$ cat src/rtl/rf_pkg.sv
// Shared constants for the register-file writeback path.
// Widths, depth and writeback source indices.
package rf_pkg;

    localparam int RF_ADDR_W   = 5;
    localparam int RF_DATA_W   = 32;
    localparam int RF_DEPTH    = 32;
    localparam int RF_ZERO_REG = 0;

    localparam int SRC_ALU = 0;
    localparam int SRC_MC  = 1;

endpackage

$ cat src/rtl/rf_wb_arbiter_rr_arb2.sv
// Two-requester round-robin arbiter.
// LAST remembers the previous winner; grants are gated off in reset.
module rr_arb2
    import rf_pkg::*;
(
    input  logic       CLK,
    input  logic       RESET_N,
    input  logic [1:0] REQ,
    output logic [1:0] GNT
);

    logic last;

    // Grant the lone requester, or the one that did not win last time.
    always_comb begin
        GNT = '0;
        if (RESET_N) begin
            if (REQ[SRC_ALU] && (!REQ[SRC_MC] || last)) begin
                GNT[SRC_ALU] = 1'b1;
            end else if (REQ[SRC_MC]) begin
                GNT[SRC_MC] = 1'b1;
            end
        end
    end

    // Track the most recent winner; hold when idle.
    always_ff @(posedge CLK or negedge RESET_N) begin
        if (!RESET_N) begin
            last <= 1'b1;
        end else if (GNT[SRC_ALU]) begin
            last <= 1'b0;
        end else if (GNT[SRC_MC]) begin
            last <= 1'b1;
        end
    end

endmodule

$ cat src/rtl/rf_wb_arbiter.sv
// Writeback arbiter for the register file write port.
// Registered write outputs plus a pending-write scoreboard.
module rf_wb_arbiter
    import rf_pkg::*;
#(
    parameter int DATA_W = RF_DATA_W,
    parameter int ADDR_W = RF_ADDR_W
) (
    input  logic                 CLK,
    input  logic                 RESET_N,
    input  logic                 S0_REQ,
    input  logic [ADDR_W-1:0]    S0_ADDR,
    input  logic [DATA_W-1:0]    S0_DATA,
    output logic                 S0_GNT,
    input  logic                 S1_REQ,
    input  logic [ADDR_W-1:0]    S1_ADDR,
    input  logic [DATA_W-1:0]    S1_DATA,
    output logic                 S1_GNT,
    input  logic                 RSV_EN,
    input  logic [ADDR_W-1:0]    RSV_ADDR,
    input  logic [ADDR_W-1:0]    CHK_ADDR1,
    input  logic [ADDR_W-1:0]    CHK_ADDR2,
    output logic                 HAZARD,
    output logic [2**ADDR_W-1:0] BUSY,
    output logic                 RF_WE,
    output logic [ADDR_W-1:0]    RF_WDA,
    output logic [DATA_W-1:0]    RF_WD
);

    localparam logic [ADDR_W-1:0] ZERO = ADDR_W'(RF_ZERO_REG);

    logic [1:0]          gnt;
    logic                any_gnt;
    logic [ADDR_W-1:0]   sel_addr;
    logic [DATA_W-1:0]   sel_data;
    logic [2**ADDR_W-1:0] busy_nxt;

    rr_arb2 u_arb (
        .CLK     (CLK),
        .RESET_N (RESET_N),
        .REQ     ({S1_REQ, S0_REQ}),
        .GNT     (gnt)
    );

    assign S0_GNT  = gnt[SRC_ALU];
    assign S1_GNT  = gnt[SRC_MC];
    assign any_gnt = |gnt;

    // Route the winning source's address and data.
    always_comb begin
        sel_addr = S0_ADDR;
        sel_data = S0_DATA;
        if (gnt[SRC_MC]) begin
            sel_addr = S1_ADDR;
            sel_data = S1_DATA;
        end
    end

    // Latch the granted write; x0 writes are accepted but never enabled.
    always_ff @(posedge CLK or negedge RESET_N) begin
        if (!RESET_N) begin
            RF_WE  <= 1'b0;
            RF_WDA <= '0;
            RF_WD  <= '0;
        end else begin
            RF_WE <= any_gnt && (sel_addr != ZERO);
            if (any_gnt) begin
                RF_WDA <= sel_addr;
                RF_WD  <= sel_data;
            end
        end
    end

    // Commit clears, a new reservation sets and overrides the clear.
    always_comb begin
        busy_nxt = BUSY;
        if (RF_WE) begin
            busy_nxt[RF_WDA] = 1'b0;
        end
        if (RSV_EN && (RSV_ADDR != ZERO)) begin
            busy_nxt[RSV_ADDR] = 1'b1;
        end
        busy_nxt[RF_ZERO_REG] = 1'b0;
    end

    // Scoreboard state.
    always_ff @(posedge CLK or negedge RESET_N) begin
        if (!RESET_N) begin
            BUSY <= '0;
        end else begin
            BUSY <= busy_nxt;
        end
    end

    assign HAZARD = BUSY[CHK_ADDR1] | BUSY[CHK_ADDR2];

endmodule
$ cat config.mk
export PLATFORM = sky130hd
export DESIGN_NAME = rf_wb_arbiter
export DESIGN_NICKNAME = d
export VERILOG_FILES = /design/src/rtl/rf_pkg.sv /design/src/rtl/rf_wb_arbiter_rr_arb2.sv /design/src/rtl/rf_wb_arbiter.sv
export SDC_FILE = /design/constraint.sdc
export NUM_CORES = 1
export LEC_CHECK = 0
export ABC_AREA = 1
export CAP_MARGIN = 30
export CORE_UTILIZATION = 40
export CTS_CLUSTER_SIZE = 30
export DETAILED_ROUTE_END_ITERATION = 12
export PLACE_DENSITY = 0.81
export SYNTH_ARGS = -nofsm -noshare
export SYNTH_HDL_FRONTEND = slang
export SYNTH_SLANG_ARGS = --single-unit
$ cat constraint.sdc
create_clock -name CLK -period 2.96 [get_ports CLK]
set_input_delay 0.592 -clock CLK [delete_from_list [all_inputs] [get_ports CLK]]
set_output_delay 0.592 -clock CLK [all_outputs]
set_load 0.02 [all_outputs]
[Word level (Yosys, flattened, before mapping)]
Cells that the tools add are included.
Word-level totals
  logic and storage cells: 44
  register bits: 70
  input port bits: 94
  output and inout port bits: 73
Operators by class
  multiplexer cells: 18
  magnitude comparators: 6
  bitwise logic cells: 4
  reduce and logical (&&, ||, !) cells: 11
Operator list (count)
  32-bit 2-to-1 mux: 3
  32-bit AND: 1
  32-bit inverter: 1
  32-bit OR: 1
  5-bit by 6-bit less-than comparator with 1-bit output (second input constant): 4
  1-bit binary-select mux with 5-bit select: 2
  1-bit demux with 5-bit select: 2
  5-bit by 1-bit greater-or-equal comparator with 1-bit output (second input constant): 2
  5-bit nonzero test: 2
  1-bit 2-to-1 mux: 9
  1-bit logical AND: 5
  5-bit 2-to-1 mux: 1
  2-bit 2-to-1 mux: 1
  2-bit nonzero test: 1
  2-bit OR reduction: 1
  1-bit logical NOT: 1
  1-bit logical OR: 1
  1-bit OR: 1

[Longest topological paths before layout]
Gate-level depths: netlist of the first run.
  word-level depth: 9
  mapped depth: 11
  gate-level depth less buffers: 9

[Cells and area by module]
A second synthesis of the first run with hierarchy kept.
Second synthesis, totals
  cells, all modules: 513
  area, all modules: 3793.6 um^2
By module, submodules not included
  rf_wb_arbiter: sequential area each 1726.7 um^2, instances 1, cells each 503, area an instance 3723.6 um^2
  rr_arb2: sequential area each 26.3 um^2, instances 1, cells each 10, area an instance 70.1 um^2

[Worst setup path after synthesis of the first run]
OpenSTA, ideal clock, no wires.
  kind: input port to output port
  start point: in CHK_ADDR2[0]
  end point: out HAZARD
  slack: 0.953 ns
  buffers on the path: 2
  required time: 2.368 ns
  cell stages on the path: 11
  arrival: 1.415 ns
  path through: buf_6 > inv_6 > buf_8 > nand2_2 > nand3_1 > nand3_1 > nand2_1 > nand2_1 > nand3_1 > nand2_1 > nand2_1
Between the ends
  cells in the longest elaborated chain, start to end: 3
RTL lines
  from (decl): line rf_wb_arbiter.sv:22  | input logic [ADDR_W-1:0] CHK_ADDR2,
  1-bit binary-select mux with 5-bit select: line rf_wb_arbiter.sv:95  | assign HAZARD = BUSY[CHK_ADDR1] | BUSY[CHK_ADDR2];
  1-bit 2-to-1 mux (implied by the code): line rf_wb_arbiter.sv:95
  1-bit OR: line rf_wb_arbiter.sv:95
  to (decl): line rf_wb_arbiter.sv:23  | output logic HAZARD,
Every way passes these cells. The select of a mux whose other input is x is not followed.

[Final worst setup path of the first run]
  start point: in CHK_ADDR1[0]
  end point: out HAZARD
Between the ends
  cells in the longest elaborated chain, start to end: 3
RTL lines
  from (decl): line rf_wb_arbiter.sv:21  | input logic [ADDR_W-1:0] CHK_ADDR1,
  1-bit binary-select mux with 5-bit select: line rf_wb_arbiter.sv:95
  1-bit 2-to-1 mux (implied by the code): line rf_wb_arbiter.sv:95
  1-bit OR: line rf_wb_arbiter.sv:95
Every way passes these cells. The select of a mux whose other input is x is not followed.

==> impl_metrics.prom, run 1 <==
# TYPE chip_impl_metric gauge
chip_impl_metric{name="diodes",unit=""} 0
chip_impl_metric{name="power.clock.fraction",unit="%"} 19.3
chip_impl_metric{name="placed_cell_area",unit="um^2"} 5490
chip_impl_info{name="netlist_top_cells_count",value="nand2_1, nand3_1, dfrtp_1"} 1
chip_impl_metric{name="power_switching",unit="mW"} 1.59
chip_impl_info{name="critical_path.endpoint_type",value="output pin"} 1
chip_impl_info{name="status",value="finished, final reports clean"} 1
chip_impl_metric{name="hold_bufs_inserted_after_cts",unit=""} 0
chip_impl_metric{name="placedCellCount",unit=""} 779
chip_impl_metric{name="number_of_setup_buffers_added_after_cts",unit=""} 0
chip_impl_metric{name="clock_sink_count",unit=""} 70
chip_impl_info{name="worst_setup_path_start_kind",value="primary input"} 1
chip_impl_metric{name="report.power.total",unit="mW"} 4.09
chip_impl_metric{name="mapped_area",unit="um^2"} 3750
chip_impl_metric{name="synth_edf_count",unit=""} 0
chip_impl_metric{name="synth_top_area_share",unit="%"} 46.0
chip_impl_info{name="clock_root_buffer_master",value="clkbuf_8"} 1
chip_impl_metric{name="count_of_non_filler_cells_in_the_finished_layout",unit=""} 795
chip_impl_metric{name="first_global_vias",unit=""} 4095
chip_impl_metric{name="leakage",unit="nW"} 2.65
chip_impl_metric{name="initial_core_util",unit="%"} 42.2
chip_impl_metric{name="switching_share",unit="%"} 39.0
chip_impl_metric{name="ys_types",unit=""} 20
chip_impl_metric{name="finish.instance_area",unit="um^2"} 5690
chip_impl_metric{name="pwr-share-comb",unit="%"} 42.5
chip_impl_metric{name="post-route-min-period",unit="ns"} 2.78
chip_impl_metric{name="avgSynthCellArea",unit="um^2"} 7.30
chip_impl_metric{name="powerDensity",unit="nW/um^2"} 718
chip_impl_metric{name="dpl.hpwl",unit="um"} 9380
chip_impl_metric{name="dr.pass1.iters",unit=""} 5
chip_impl_metric{name="post-route-period-util",unit="%"} 93.8
chip_impl_metric{name="synth-async-reset-ratio",unit="%"} 100
chip_impl_info{name="criticalPathCategory",value="in -> out"} 1
chip_impl_metric{name="grt_first_pass_wirelength",unit="um"} 20000
chip_impl_metric{name="final_nets",unit=""} 776
chip_impl_metric{name="fill_cells",unit=""} 773
chip_impl_metric{name="ios",unit=""} 167
chip_impl_metric{name="yosys_register_bits",unit=""} 70
chip_impl_metric{name="route.antenna.remaining_nets",unit=""} 0
chip_impl_metric{name="required",unit="ns"} 2.37
chip_impl_metric{name="drc",unit=""} 0
chip_impl_metric{name="cts.clk_slew.worst_paths",unit="ns"} 0.07
chip_impl_metric{name="cellInternalPower",unit="mW"} 2.49
chip_impl_metric{name="max-slew-margin-rel",unit="%"} 56.2
chip_impl_metric{name="clock_tree.htree_level_count",unit=""} 3
chip_impl_metric{name="finalHoldViolations",unit=""} 0
chip_impl_metric{name="clock_skew",unit="ns"} 0.00720
chip_impl_metric{name="tritoncts.num_buffers",unit=""} 9
chip_impl_metric{name="grt_util_all_layers",unit="%"} 26.1
chip_impl_metric{name="synthesis.nets",unit=""} 608
chip_impl_metric{name="route.final.wire_length",unit="um"} 12300
chip_impl_metric{name="critical_path_arrival",unit="ns"} 2.18
chip_impl_metric{name="setup_total_negative_slack",unit="ns"} 0
chip_impl_metric{name="floorplan.die.width",unit="um"} 98.8
chip_impl_metric{name="timing.final.max_slew_violations",unit=""} 0
chip_impl_metric{name="routedWlPerCell",unit="um"} 15.4
chip_impl_metric{name="fp.dieH",unit="um"} 98.8
chip_impl_metric{name="placeableCoreArea",unit="um^2"} 8890
chip_impl_info{name="worst_min_path_class",value="in -> async"} 1
chip_impl_metric{name="peak_vdd_ir",unit="V"} 0.000319
chip_impl_metric{name="global_route_total_overflow",unit=""} 0
chip_impl_metric{name="ctsLongestPathBuffers",unit=""} 2
chip_impl_info{name="synth_top_flop_cell",value="dfrtp_1"} 1
chip_impl_metric{name="p_seq_share",unit="%"} 38.2
chip_impl_metric{name="worstMarginPinSlew",unit="ns"} 0.657
chip_impl_metric{name="floorplan.die_area",unit="um^2"} 9770
chip_impl_metric{name="drt-vias-per-instance",unit=""} 5.21
chip_impl_info{name="synthMostInstantiatedCell",value="nand2_1"} 1
chip_impl_metric{name="post_cts.resized_instances",unit=""} 1
chip_impl_metric{name="gp_routability_congestion",unit=""} 0.864
chip_impl_metric{name="synth.yosys.seq_area_share",unit="%"} 46.7
chip_impl_metric{name="area_growth_syn_to_layout",unit="%"} 51.7
chip_impl_metric{name="antenna_violations_before_repair",unit=""} 0
chip_impl_info{name="netlist_top_cells_area",value="dfrtp_1, nand2_1, nand3_1"} 1
chip_impl_info{name="unrepaired_setup_endpoints_after_global_routing",value="false"} 1
chip_impl_metric{name="routed-via-count",unit=""} 4143
chip_impl_metric{name="worst_skew_pair.late_latency",unit="ns"} 0.34
chip_impl_metric{name="finalHoldWorstSlack",unit="ns"} 0.254
chip_impl_metric{name="drive_above_1_share",unit="%"} 6.11
chip_impl_info{name="largest_area_contributor_in_the_synthesized_netlist",value="dfrtp_1"} 1
chip_impl_info{name="tritoncts",value="done"} 1
chip_impl_metric{name="rows",unit=""} 34
chip_impl_metric{name="syn_inst",unit=""} 514
chip_impl_metric{name="drt_first_iter_violations",unit=""} 383
chip_impl_metric{name="max-cap-violations",unit=""} 0
chip_impl_metric{name="maxClockFrequency",unit="GHz"} 0.360
chip_impl_metric{name="synthesis.yosys.warnings",unit=""} 0
chip_impl_metric{name="critical_path.max_fanout",unit=""} 9
chip_impl_metric{name="portBuffers",unit=""} 165
chip_impl_metric{name="grt_max_degree",unit=""} 54
chip_impl_metric{name="report.final.setup_viol",unit=""} 0
final timing paths:
| path | startpoint | to | slack [ns] | cells past startpoint |
|---|---|---|---|---|
| max | CHK_ADDR1[0] | HAZARD | 0.18 | 11 |
| min | RESET_N | RF_WD[14] | 0.25 | 2 |
| max reg2reg | u_arb.last | RF_WD[12] | 1.48 | 8 |
| min reg2reg | u_arb.last | u_arb.last | 0.47 | 2 |
| max in group asynchronous | RESET_N | BUSY[19] | 2.10 | 2 |
| min in group CLK | u_arb.last | u_arb.last | 0.47 | 2 |
registers in the layout, summed over array words and instances, names as in the netlist:
register    count
u_arb.last      1
RF_WE           1
RF_WDA          5
BUSY           31
RF_WD          32
per-stage QoR:
stage	setup WS, ns	util [%]
detailed placement	-0.114	61.7
global placement	-0.0815	61.7
finish	0.184	64.0
floorplan	0.953	-
CTS	0.144	64.0
global route	0.0225	64.0
layout make-up:
type	instances	area [um^2]	area share, %
clock buffers	13	159	2.79
flip-flops and latches	70	1750	30.8
multi-input cells	374	1660	29.1
well taps	108	135	2.37
repair buffers	177	1750	30.7
inverters	50	195	3.43
clock inverters	3	42.5	0.748
cells by family after synthesis:
group                  count (synthesis)  synth area share [%]
AO/OA/AOI/OAI                         74                  9.94
flip-flops                            70                  46.7
multiplexers                           1                 0.267
AND/OR/NAND/NOR                      298                  33.9
buffers and inverters                 70                  9.11
other                                  1                 0.100
critical path, cell delays in order:
cell             delay, ns
clkdlybuf4s50_1       0.57
buf_4                 0.20
nand2_1               0.06
nand2_1               0.06
nand2_1               0.05
nand3_1               0.08
nand3_1               0.08
nand3_1               0.07
nand2_1               0.06
nand2_1               0.06
clkdlybuf4s15_1       0.29
metal layers:
metal  global-route usage (%)  share of wire [%]
met1                     31.9                 41
met2                     42.9                 48
met3                     9.15                9.6
met4                     9.30                2.0
met5                        0                  0
power by group through the flow:
stage	sequential, mW	clock [mW]	combinational, mW
6_report	1.56	0.789	1.73
5_1_grt	1.60	0.845	1.90
4_1_cts	1.55	0.794	1.74
3_5_place_dp	1.57	0	1.73
3_3_place_gp	1.56	0	1.71
2_1_floorplan	1.81	0	0.535
placed cells by master, fill, tap and decap left out, drive strengths merged:
master,netlist,routed
buf,20,13
clkinvlp,0,1
dfrtp,69,69
conb,1,1
o21ai,71,71
clkinv,0,1
clkdlybuf4s15,0,1
nand3,109,109
dfstp,1,1
mux2i,1,1
inv,50,50
bufinv,0,1
a21oi,2,2
clkdlybuf4s50,0,163
nand2,188,188
o211ai,1,1
clkbuf,0,13
nor2,1,1
(Power assumes the default switching activity.)
==> run 2, diff against run 1 <==
--- a/config.mk
+++ b/config.mk
@@ -8,8 +8,8 @@
 export ABC_AREA = 1
 export CAP_MARGIN = 30
 export CORE_UTILIZATION = 40
-export CTS_CLUSTER_SIZE = 30
 export DETAILED_ROUTE_END_ITERATION = 12
+export GPL_TIMING_DRIVEN = 0
 export PLACE_DENSITY = 0.81
 export SYNTH_ARGS = -nofsm -noshare
 export SYNTH_HDL_FRONTEND = slang
==> run 2 against run 1 <==
  * Global-route usage down 0.18 points
  * Clock-buffer cell count down 4
  * Cell area up 0.75%
  * Worst setup slack worse by 0.091 ns
  * Clock power up 11%
  * Cell count up 0.50%
==> impl_metrics.prom, run 2 (same netlist as run 1, synthesis figures left out) <==
# TYPE chip_impl_metric gauge
chip_impl_info{name="status",value="finished, final reports clean"} 1
chip_impl_metric{name="dpl.hpwl",unit="um"} 9650
chip_impl_metric{name="final_core_util",unit="%"} 64.5
chip_impl_metric{name="worst_skew_pair.late_latency",unit="ns"} 0.35
chip_impl_info{name="criticalPathCategory",value="in -> out"} 1
chip_impl_metric{name="critical_path_arrival",unit="ns"} 2.28
chip_impl_metric{name="floorplan.die.width",unit="um"} 98.8
chip_impl_metric{name="grt_util_all_layers",unit="%"} 26.0
chip_impl_metric{name="cts.clk_slew.worst_paths",unit="ns"} 0.08
chip_impl_metric{name="routedWlPerCell",unit="um"} 15.8
chip_impl_metric{name="required",unit="ns"} 2.37
chip_impl_metric{name="final_nets",unit=""} 780
chip_impl_metric{name="dp_worst_setup_slack",unit="ns"} -0.393
chip_impl_metric{name="powerDensity",unit="nW/um^2"} 727
chip_impl_metric{name="first_global_vias",unit=""} 3986
chip_impl_info{name="worst_setup_path_start_kind",value="primary input"} 1
chip_impl_metric{name="worst_path_buffer_plus_inverter_count",unit=""} 4
chip_impl_metric{name="peak_vdd_ir",unit="V"} 0.000359
chip_impl_metric{name="portBuffers",unit=""} 161
chip_impl_metric{name="fill_cells",unit=""} 766
chip_impl_metric{name="post-route-period-util",unit="%"} 96.9
chip_impl_metric{name="post-route-min-period",unit="ns"} 2.87
chip_impl_metric{name="clock_skew",unit="ns"} 0.00703
chip_impl_metric{name="timing.final.max_slew_violations",unit=""} 0
chip_impl_metric{name="dr.pass1.iters",unit=""} 5
chip_impl_metric{name="finalHoldViolations",unit=""} 0
chip_impl_info{name="reg_top3",value="RF_WD x32, BUSY x31, RF_WDA x5"} 1
chip_impl_info{name="critical_path.endpoint_type",value="output pin"} 1
chip_impl_metric{name="maxClockFrequency",unit="GHz"} 0.349
chip_impl_metric{name="routed-via-count",unit=""} 4179
chip_impl_metric{name="clock_sink_count",unit=""} 70
chip_impl_info{name="unrepaired_setup_endpoints_after_global_routing",value="false"} 1
chip_impl_metric{name="ios",unit=""} 167
chip_impl_info{name="worst_min_path_class",value="in -> async"} 1
chip_impl_metric{name="gp_routability_congestion",unit=""} 0.895
chip_impl_info{name="layout.cells.most_common",value="nand2_1"} 1
chip_impl_metric{name="fin_ws",unit="ns"} 0.0928
chip_impl_metric{name="drc",unit=""} 0
chip_impl_metric{name="route.antenna.remaining_nets",unit=""} 0
chip_impl_metric{name="floorplan.die_area",unit="um^2"} 9770
chip_impl_metric{name="drt_first_iter_violations",unit=""} 309
chip_impl_info{name="cp_cell_sequence",value="clkdlybuf4s50_1 > nand2_1 > nand3_1 > inv_2 > buf_2 > clkdlybuf4s50_1"} 1
chip_impl_metric{name="initial_core_util",unit="%"} 42.2
chip_impl_metric{name="antenna_violations_before_repair",unit=""} 0
chip_impl_metric{name="fp.dieH",unit="um"} 98.8
chip_impl_info{name="cp_top_family",value="buffers and inverters"} 1
chip_impl_info{name="register_name_with_the_most_flops",value="RF_WD"} 1
chip_impl_metric{name="ctsLongestPathBuffers",unit=""} 2
chip_impl_metric{name="clock_tree.htree_level_count",unit=""} 3
chip_impl_metric{name="rows",unit=""} 34
chip_impl_metric{name="placeableCoreArea",unit="um^2"} 8890
chip_impl_metric{name="finish.instance_area",unit="um^2"} 5730
chip_impl_metric{name="critical-path-max-stage-delay",unit="ns"} 0.64
chip_impl_metric{name="setup.reg_to_reg.worst_slack",unit="ns"} 1.49
chip_impl_info{name="clock_root_buffer_master",value="clkbuf_8"} 1
chip_impl_metric{name="drt-vias-per-instance",unit=""} 5.23
chip_impl_metric{name="tritoncts.num_buffers",unit=""} 9
chip_impl_metric{name="grt_max_degree",unit=""} 73
chip_impl_metric{name="area_growth_syn_to_layout",unit="%"} 52.8
chip_impl_metric{name="drive_above_1_share",unit="%"} 7.67
chip_impl_metric{name="grt_first_pass_wirelength",unit="um"} 19700
chip_impl_metric{name="largest_reg_flops",unit=""} 32
chip_impl_metric{name="placed_cell_area",unit="um^2"} 5500
chip_impl_metric{name="global_route_total_overflow",unit=""} 0
chip_impl_info{name="layout.cells.most_common_list",value="nand2_1, clkdlybuf4s50_1, nand3_1"} 1
chip_impl_metric{name="critical_path.max_fanout",unit=""} 10
chip_impl_info{name="tritoncts",value="done"} 1
chip_impl_metric{name="leakage",unit="nW"} 2.70
chip_impl_info{name="crit_top_cell",value="clkdlybuf4s50_1"} 1
chip_impl_metric{name="diodes",unit=""} 0
chip_impl_info{name="cell_with_the_largest_stage_delay_on_the_worst_path",value="clkdlybuf4s50_1"} 1
chip_impl_metric{name="max-cap-violations",unit=""} 0
chip_impl_metric{name="route.final.wire_length",unit="um"} 12600
chip_impl_metric{name="report.final.setup_viol",unit=""} 0
-- run 2: changes by cell type in the layout (fill, tap and decap cells not counted), moves of 2 or more --
cell,previous run,this run
dlymetal6s2s_1,0,2
clkbuf_1,2,0
buf_6,0,5
clkdlybuf4s50_1,163,157
buf_4,11,2
buf_2,1,12
clkbuf_8,11,9
-- run 2: path summary, 6_finish.rpt --
check | from | end | cells after the start
max | S1_REQ | S0_GNT | 6
min | RESET_N | RF_WDA[1] | 1
max reg2reg | u_arb.last | RF_WE | 10
min reg2reg | u_arb.last | u_arb.last | 2
max in group asynchronous | RESET_N | u_arb.last | 1
min in group CLK | u_arb.last | u_arb.last | 2
-- run 2: through the flow --
| stage | std cells | setup TNS (ns) | power [mW] | hold WS (ns) |
|---|---|---|---|---|
| 6_report | 799 | 0 | 4.17 | 0.127 |
| 5_1_grt | 799 | 0 | 4.40 | 0.156 |
| 4_1_cts | 799 | 0 | 4.17 | 0.139 |
| 3_5_place_dp | 783 | -0.645 | 3.30 | 0.455 |
| 3_3_place_gp | 783 | -133.93 | 3.25 | 0.451 |
| 2_1_floorplan | 514 | 0 | 2.35 | 0.296 |
-- run 2: power breakdown --
part           switching, mW  internal (mW)  total, mW
Sequential             0.312           1.24       1.55
Combinational          0.925          0.824       1.75
Clock                  0.395          0.477      0.872
Total                   1.63           2.54       4.17
-- run 2: what timing repair did --
| action | CTS | global route |
|---|---|---|
| resized for setup | 4 | 3 |
| pin swaps | 0 | 0 |
| endpoints found under the setup margin | 2 | 1 |
| hold buffers | 0 | 0 |
| buffers inserted | 0 | 0 |
| gates cloned | 0 | 0 |
-- run 2: cell type report --
cell class	count	area [um^2]	share of cell area [%]
clock inverter	7	97.6	1.70
tap	108	135	2.36
buffer	20	146	2.55
clock buffer	9	124	2.16
sequential	70	1750	30.6
multi-input combinational	374	1660	28.9
timing repair buffer	161	1630	28.4
inverter	50	195	3.40
-- run 2: layer usage --
metal,vias up,GRT usage (%),share of wire (%)
li1,2016,-,-
met1,1909,30.6,39
met2,231,44.4,48
met3,23,8.94,11
met4,0,8.27,1.8
met5,-,0,0
